File: config.mk
export PLATFORM = sky130hd
export DESIGN_NAME = fetch_ctrl
export DESIGN_NICKNAME = d
export VERILOG_FILES = /design/src/rtl/fetch_ctrl.sv
export SDC_FILE = /design/constraint.sdc
export NUM_CORES = 1
export LEC_CHECK = 0
export ABC_AREA = 1
export ABC_CLOCK_PERIOD_IN_PS = 2720
export BUFFER_PORTS_ARGS = -buffer_cell sky130_fd_sc_hd__buf_2
export CAP_MARGIN = 20
export CORE_ASPECT_RATIO = 0.7
export CORE_MARGIN = 3
export CORE_UTILIZATION = 25
export DETAILED_ROUTE_END_ITERATION = 6
export SLEW_MARGIN = 20
export SYNTH_ARGS = -nofsm -noshare
export SYNTH_HDL_FRONTEND = slang
export SYNTH_SLANG_ARGS = --single-unit
File: constraint.sdc
create_clock -name clk -period 2.72 [get_ports clk]
set_input_delay 0.136 -clock clk [delete_from_list [all_inputs] [get_ports clk]]
set_output_delay 0.136 -clock clk [all_outputs]
set_load 0.02 [all_outputs]
File: src/rtl/fetch_ctrl.sv
// Instruction-fetch sequencing controller: PC advance/hold/redirect decisions,
// IF/ID and ID/EX write/flush controls, boot hold and a saturating stall counter.
module fetch_ctrl #(
  parameter int unsigned BOOT_CYCLES = 2,
  parameter int unsigned LU_BUBBLES  = 1,
  parameter int unsigned CNT_W       = 16
) (
  input  logic             clk,
  input  logic             reset,
  input  logic             imem_ready,
  input  logic             load_use,
  input  logic             branch_taken,
  input  logic             jump,
  input  logic             jr,
  output logic             Z_o,
  output logic             J_o,
  output logic             JR_o,
  output logic             PC_IFWrite,
  output logic             IFID_Write,
  output logic             IFID_Flush,
  output logic             IDEX_Flush,
  output logic [CNT_W-1:0] stall_cnt
);

  typedef enum logic [1:0] {StBoot, StRun, StStall, StWait} state_e;

  localparam logic [3:0] BootInit   = 4'(BOOT_CYCLES);
  localparam logic [1:0] BubbleInit = 2'(LU_BUBBLES - 1);

  state_e           state_q, state_d;
  logic [3:0]       boot_cnt_q, boot_cnt_d;
  logic [1:0]       bubble_q, bubble_d;
  logic [CNT_W-1:0] stall_cnt_q, stall_cnt_d;

  always_comb begin
    state_d    = state_q;
    boot_cnt_d = boot_cnt_q;
    bubble_d   = bubble_q;
    Z_o        = 1'b0;
    J_o        = 1'b0;
    JR_o       = 1'b0;
    PC_IFWrite = 1'b0;
    IFID_Write = 1'b0;
    IFID_Flush = 1'b0;
    IDEX_Flush = 1'b0;

    if (state_q == StBoot) begin
      // Event inputs are ignored until the boot hold has elapsed.
      IFID_Flush = 1'b1;
      IDEX_Flush = 1'b1;
      boot_cnt_d = boot_cnt_q - 4'd1;
      if (boot_cnt_q <= 4'd1) state_d = StRun;
    end else if (branch_taken) begin
      Z_o        = 1'b1;
      PC_IFWrite = 1'b1;
      IFID_Write = 1'b1;
      IFID_Flush = 1'b1;
      IDEX_Flush = 1'b1;
      state_d    = StRun;
    end else if (load_use || state_q == StStall) begin
      IDEX_Flush = 1'b1;
      if (state_q == StStall) begin
        bubble_d = bubble_q - 2'd1;
        state_d  = (bubble_q <= 2'd1) ? StRun : StStall;
      end else begin
        bubble_d = BubbleInit;
        state_d  = (BubbleInit == 2'd0) ? StRun : StStall;
      end
    end else if (jr || jump) begin
      // jr outranks jump so the redirect selects stay one-hot.
      JR_o       = jr;
      J_o        = ~jr;
      PC_IFWrite = 1'b1;
      IFID_Write = 1'b1;
      IFID_Flush = 1'b1;
      state_d    = StRun;
    end else if (!imem_ready) begin
      IFID_Write = 1'b1;
      IFID_Flush = 1'b1;
      state_d    = StWait;
    end else begin
      PC_IFWrite = 1'b1;
      IFID_Write = 1'b1;
      state_d    = StRun;
    end
  end

  always_comb begin
    stall_cnt_d = stall_cnt_q;
    if (state_q != StBoot && !PC_IFWrite && stall_cnt_q != {CNT_W{1'b1}}) begin
      stall_cnt_d = stall_cnt_q + CNT_W'(1);
    end
  end

  always_ff @(posedge clk or negedge reset) begin
    if (!reset) begin
      state_q     <= StBoot;
      boot_cnt_q  <= BootInit;
      bubble_q    <= 2'd0;
      stall_cnt_q <= '0;
    end else begin
      state_q     <= state_d;
      boot_cnt_q  <= boot_cnt_d;
      bubble_q    <= bubble_d;
      stall_cnt_q <= stall_cnt_d;
    end
  end

  assign stall_cnt = stall_cnt_q;

endmodule

==> out/results.ini, run 1 <==
[status]
run_status = finished clean

[timing]
slew_headroom_pct = 63.7
tightest_slew_ns = 0.545
setup-tns-final_ns = 0
rsz0062_at_grt = false
slew_viol_final = 0
fin_crit_ns = 1.89
worst_hold_slack_ns = 0.177
setup_viol = 0
hold_viol = 0
clock.fmax_ghz = 0.528
fin_crit_sh_pct = 69.6
fin_skew_ns = 0.00679

[setup_path]
r2r_cells = 9
crit_path_start_kind = register
crit_required_ns = 2.93
path_max_fanout = 17
critPathCaptureType = register
crit_start = stall_cnt[0]
critical_path_class = register to register
rr_endpoint = stall_cnt[1]
arrival_ns = 2.10
r2r_slack_ns = 0.83
r2r_start = stall_cnt[0]

[clock_tree]
post_cts_buffers = 0
htree_levels = 1
cts.sinks = 24
clockBufferDepth = 2
cts_tree = built
path_clk_slew_ns = 0.09
holdBufCountCts = 1
clk_latency_ns = 0.27
cts_buffers = 3
ctsResizeCount = 0
cts-root-buf = clkbuf_8

[synthesis]
synth_cell_types = 22
ys_ff_latch = 24
synth_simple_gate_area_share_pct = 37.9
synth_xor_area_share_pct = 4.58
syn_avg_cell_area_um2 = 7.39
netlist_instances = 207
yosysSeqAreaShare_pct = 39.3
ys_warn_count = 0
syn-cell-area_mm2 = 0.00153
synth_top_family_by_area = simple AND/OR/NAND/NOR gates
synthMuxAreaShare_pct = 0
synth-adder-area-share_pct = 3.27
syn-num-nets = 218
synth_compound_area_share_pct = 7.11

[floorplanning]
die_w_um = 99.5
die_h_um = 71.5
start_util_pct = 26.3
ios = 30
rows = 23
core-area_mm2 = 0.00581
dieArea_mm2 = 0.00711

[power]
ir_drop_mv = 0.262
power_uw = 1180
p_per_area_mw_per_mm2 = 653
leakage_uw = 0.000861

[final_layout]
diodes = 0
layout_common_cells = nand2_1 (65), buf_2 (29), inv_1 (25), nor2_1 (23), dfrtp_1 (23)
final_common_cell = nand2_1
fin_nets = 252
finalNonFillerCells = 315
fillers = 648
syn_to_final_growth_pct = 18.2
drive_gt1_share_pct = 25.0

[place]
portBuffers = 29
placed_cells = 310
place.gp.congestion = 0.837
place_hpwl_mm = 2.73

[route]
routed_via_density = 4.39
vias = 1382
wire_per_inst_um = 10.9
routed_wl_mm = 3.44
ant_nets = 0
drt_first_pass_iters = 4
drtIter0Drc = 60
route.detailed.drc = 0

[global_route]
grt_overflow = 0
antenna_found_initial = 0
grt_pass1_wl_mm = 5.98
grt_use_total_pct = 10.4
first_global_vias = 1312
grt_max_degree = 25

[hold_path]
min_from = load_use
min_path_cells = 4
min_to = state_q[1]
min_path_type = input pin to register

[flow_run]
drv_cap = 0

[cells by family after synthesis]
group                      after synthesis
AOI/OAI and AO/OA                       15
xor gates and xnor gates                 8
adders and majority gates                4
buffers and inverters                   28
DFF                                     24
and+or+nand+nor                        128
[area by class of cell]
type	count	area, um2	area share (%)
Multi-Input combinational cell	155	808	44.7
Tap cell	75	93.8	5.19
Timing Repair Buffer	31	163	8.99
Sequential cell	24	602	33.3
Clock buffer	4	45.0	2.49
Inverter	26	97.6	5.39
[synth_stat cells, drive strengths merged]
cell | n | area share [%]
ha | 4 | 3.3
nand2 | 74 | 20
dfstp | 1 | 1.7
a21oi | 1 | 0.33
buf | 2 | 1.5
xnor2 | 1 | 0.57
nand3b | 1 | 0.49
xor2 | 7 | 4.0
nand4 | 7 | 2.9
dfrtp | 23 | 38
o21ai | 13 | 6.2
nor2 | 31 | 9.9
inv | 26 | 6.4
nor4 | 1 | 0.41
a41oi | 1 | 0.57
nor3 | 2 | 0.65
nand3 | 12 | 3.9
[routing by layer]
metal / GRT usage, % / wire, um / vias to the layer above
met5: 0 / 0 / -
met4: 1.82 / 14 / 0
met3: 3.31 / 125 / 2
met2: 15.8 / 1450 / 14
met1: 14.8 / 1840 / 645
li1: - / - / 721
[state kept, by name (all words and copies together), names as in the netlist]
| name | flops |
|---|---|
| state_q | 2 |
| stall_cnt | 16 |
| boot_cnt_q | 4 |
| bubble_q | 2 |
[worst max-delay path, stage by stage, from the launching register on]
cell	delay, ns
dfrtp_1	0.45
ha_1	0.29
inv_1	0.11
nor2_4	0.05
nand2_2	0.09
nor2_4	0.05
nor2_4	0.38
buf_4	0.28
nand2_1	0.07
nand2_1	0.06
[stage by stage]
stage / util, % / setup slack [ns] / cell area (um2)
final: 31.1 / 0.826 / 1810
after global routing: 31.1 / 0.658 / 1810
after CTS: 31.1 / 0.812 / 1810
after detailed placement: 30.2 / 0.832 / 1750
after global placement: 30.2 / 0.884 / 1750
after floorplan: - / 1.09 / 1530
[worst max path at each step]
stage	slack, ns	to	cells after the start
2_1_floorplan	1.09	stall_cnt[3]	9
3_3_place_gp	0.88	stall_cnt[2]	9
3_5_place_dp	0.83	stall_cnt[1]	9
4_1_cts	0.81	stall_cnt[1]	9
5_1_grt	0.66	stall_cnt[1]	9
6_report	0.83	stall_cnt[1]	9
[where the power goes]
group          switching (uW)  internal [uW]
sequential                102            442
clock                     114            105
combinational             271            148
total                     487            695
Note: power is estimated with default switching activity, not from simulation.
==> inputs of run 2 (changes only) <==
--- a/config.mk
+++ b/config.mk
@@ -6,7 +6,7 @@
 export NUM_CORES = 1
 export LEC_CHECK = 0
 export ABC_AREA = 1
-export ABC_CLOCK_PERIOD_IN_PS = 2720
+export ABC_CLOCK_PERIOD_IN_PS = 1600
 export BUFFER_PORTS_ARGS = -buffer_cell sky130_fd_sc_hd__buf_2
 export CAP_MARGIN = 20
 export CORE_ASPECT_RATIO = 0.7
==> constraint.sdc (replaced) <==
create_clock -name clk -period 1.6 [get_ports clk]
set_input_delay 0.08 -clock clk [delete_from_list [all_inputs] [get_ports clk]]
set_output_delay 0.08 -clock clk [all_outputs]
set_load 0.02 [all_outputs]
==> out/results.ini, run 2 (synthesis results as in run 1) <==
[power]
ir_drop_mv = 0.660
p_per_area_mw_per_mm2 = 1130
power_uw = 2160
leakage_uw = 0.000924

[route]
wire_per_inst_um = 11.2
ant_nets = 0
routed_via_density = 4.39
vias = 1432
drt_first_pass_iters = 4
drtIter0Drc = 109
routed_wl_mm = 3.65
route.detailed.drc = 0

[final_layout]
largest_register_ffs = 16
final_common_cell = nand2_1
fin_nets = 263
drive_gt1_share_pct = 29.1
multi_input_area_um2 = 813
regArea_um2 = 603
layout_common_cells = nand2_1 (65), buf_2 (29), inv_1 (25), nor2_1 (23), dfrtp_1 (22)
diodes = 0
fillers = 629
syn_to_final_growth_pct = 24.7
finalNonFillerCells = 326

[timing]
worst_hold_slack_ns = 0.119
fin_skew_ns = 0.00905
rsz0062_at_grt = false
hold_viol = 0
clock.fmax_ghz = 0.662
slew_viol_final = 0
slew_headroom_pct = 61.4
fin_crit_sh_pct = 94.5
setup-tns-final_ns = 0
setup_viol = 0
tightest_slew_ns = 0.578
fin_crit_ns = 1.51

[global_route]
first_global_vias = 1350
antenna_found_initial = 0
grt_use_total_pct = 10.7
grt_max_degree = 25
grt_overflow = 0
grt_pass1_wl_mm = 6.11

[status]
run_status = finished clean

[clock_tree]
cts_tree = built
clk_latency_ns = 0.27
path_clk_slew_ns = 0.10
cts_buffers = 3
clockBufferDepth = 2
cts-root-buf = clkbuf_8
post_cts_buffers = 0
htree_levels = 1
cts.sinks = 24

[place]
place_hpwl_mm = 2.91
portBuffers = 29
placed_cells = 321
place.gp.congestion = 0.886

[setup_path]
r2r_start = stall_cnt[0]
critPathCaptureType = primary output
crit_required_ns = 1.52
arrival_ns = 1.43
r2r_cells = 9
crit_path_start_kind = register
r2r_slack_ns = 0.15
rr_endpoint = stall_cnt[1]
path_max_fanout = 5
critical_path_class = register to primary output

[floorplanning]
core-area_mm2 = 0.00581
rows = 23
die_h_um = 71.5
die_w_um = 99.5
dieArea_mm2 = 0.00711
start_util_pct = 26.3
ios = 30

[hold_path]
min_to = state_q[1]
min_from = load_use
min_path_type = input pin to register
min_path_cells = 4

[flow_run]
drv_cap = 0

## run 2: changes by cell type in the layout (fill, tap and decap cells not counted)
| cell | change |
|---|---|
| buf_4 | +11 |
| clkbuf_8 | +1 |
| nor2_4 | +1 |
| nor2_2 | -1 |
| clkbuf_1 | -1 |
| dfrtp_2 | +1 |
| dfrtp_1 | -1 |
## run 2: what timing repair did
item,4_1_cts,5_1_grt
resized for setup,0,1
endpoints found under the hold margin,23,0
setup endpoints to repair,0,2
hold buffers,1,0
## run 2: per-stage QoR
step           setup WS [ns]  utilization (%)  area [um2]
5_1_grt              0.00509             32.8        1910
4_1_cts               0.0391             32.7        1900
2_1_floorplan        0.00220                -        1530
3_5_place_dp           0.149             31.6        1840
6_report              0.0886             32.8        1910
3_3_place_gp           0.157             31.6        1840
## run 2: critical path, cell delays in order, from the launching register on
cell     delay [ns]
dfrtp_1        0.42
nor2_2         0.21
nor2_4         0.07
nor2_1         0.21
a41oi_1        0.07
buf_2          0.18
## run 2: where the power goes
group          internal, uW  switching (uW)  total (uW)
clock                   220             210         430
sequential              752             134         885
combinational           323             521         845
total                  1300             865        2160
## run 2: worst max-delay path by stage
stage | from | endpoint | slack (ns) | cells after the start
3_3_place_gp | stall_cnt[9] | stall_cnt[14] | 0.16 | 8
5_1_grt | stall_cnt[1] | stall_cnt[0] | 0.005 | 9
3_5_place_dp | stall_cnt[1] | stall_cnt[9] | 0.15 | 9
4_1_cts | state_q[1] | IFID_Flush | 0.04 | 6
2_1_floorplan | stall_cnt[1] | stall_cnt[3] | 0.002 | 9
6_report | state_q[0] | IFID_Flush | 0.09 | 5
## run 2: area by class of cell
cell class / count / area share [%]
inverter: 26 / 5.11
sequential: 24 / 31.6
clock buffer: 4 / 2.89
multi-input combinational: 155 / 42.6
timing repair buffer: 42 / 12.9
tap: 75 / 4.92
## run 2: routing by layer
metal	vias up	routed length [um]	track usage, %
li1	743	-	-
met1	661	1950	14.9
met2	26	1510	16.8
met3	2	184	3.11
met4	0	7	1.82
met5	-	0	0
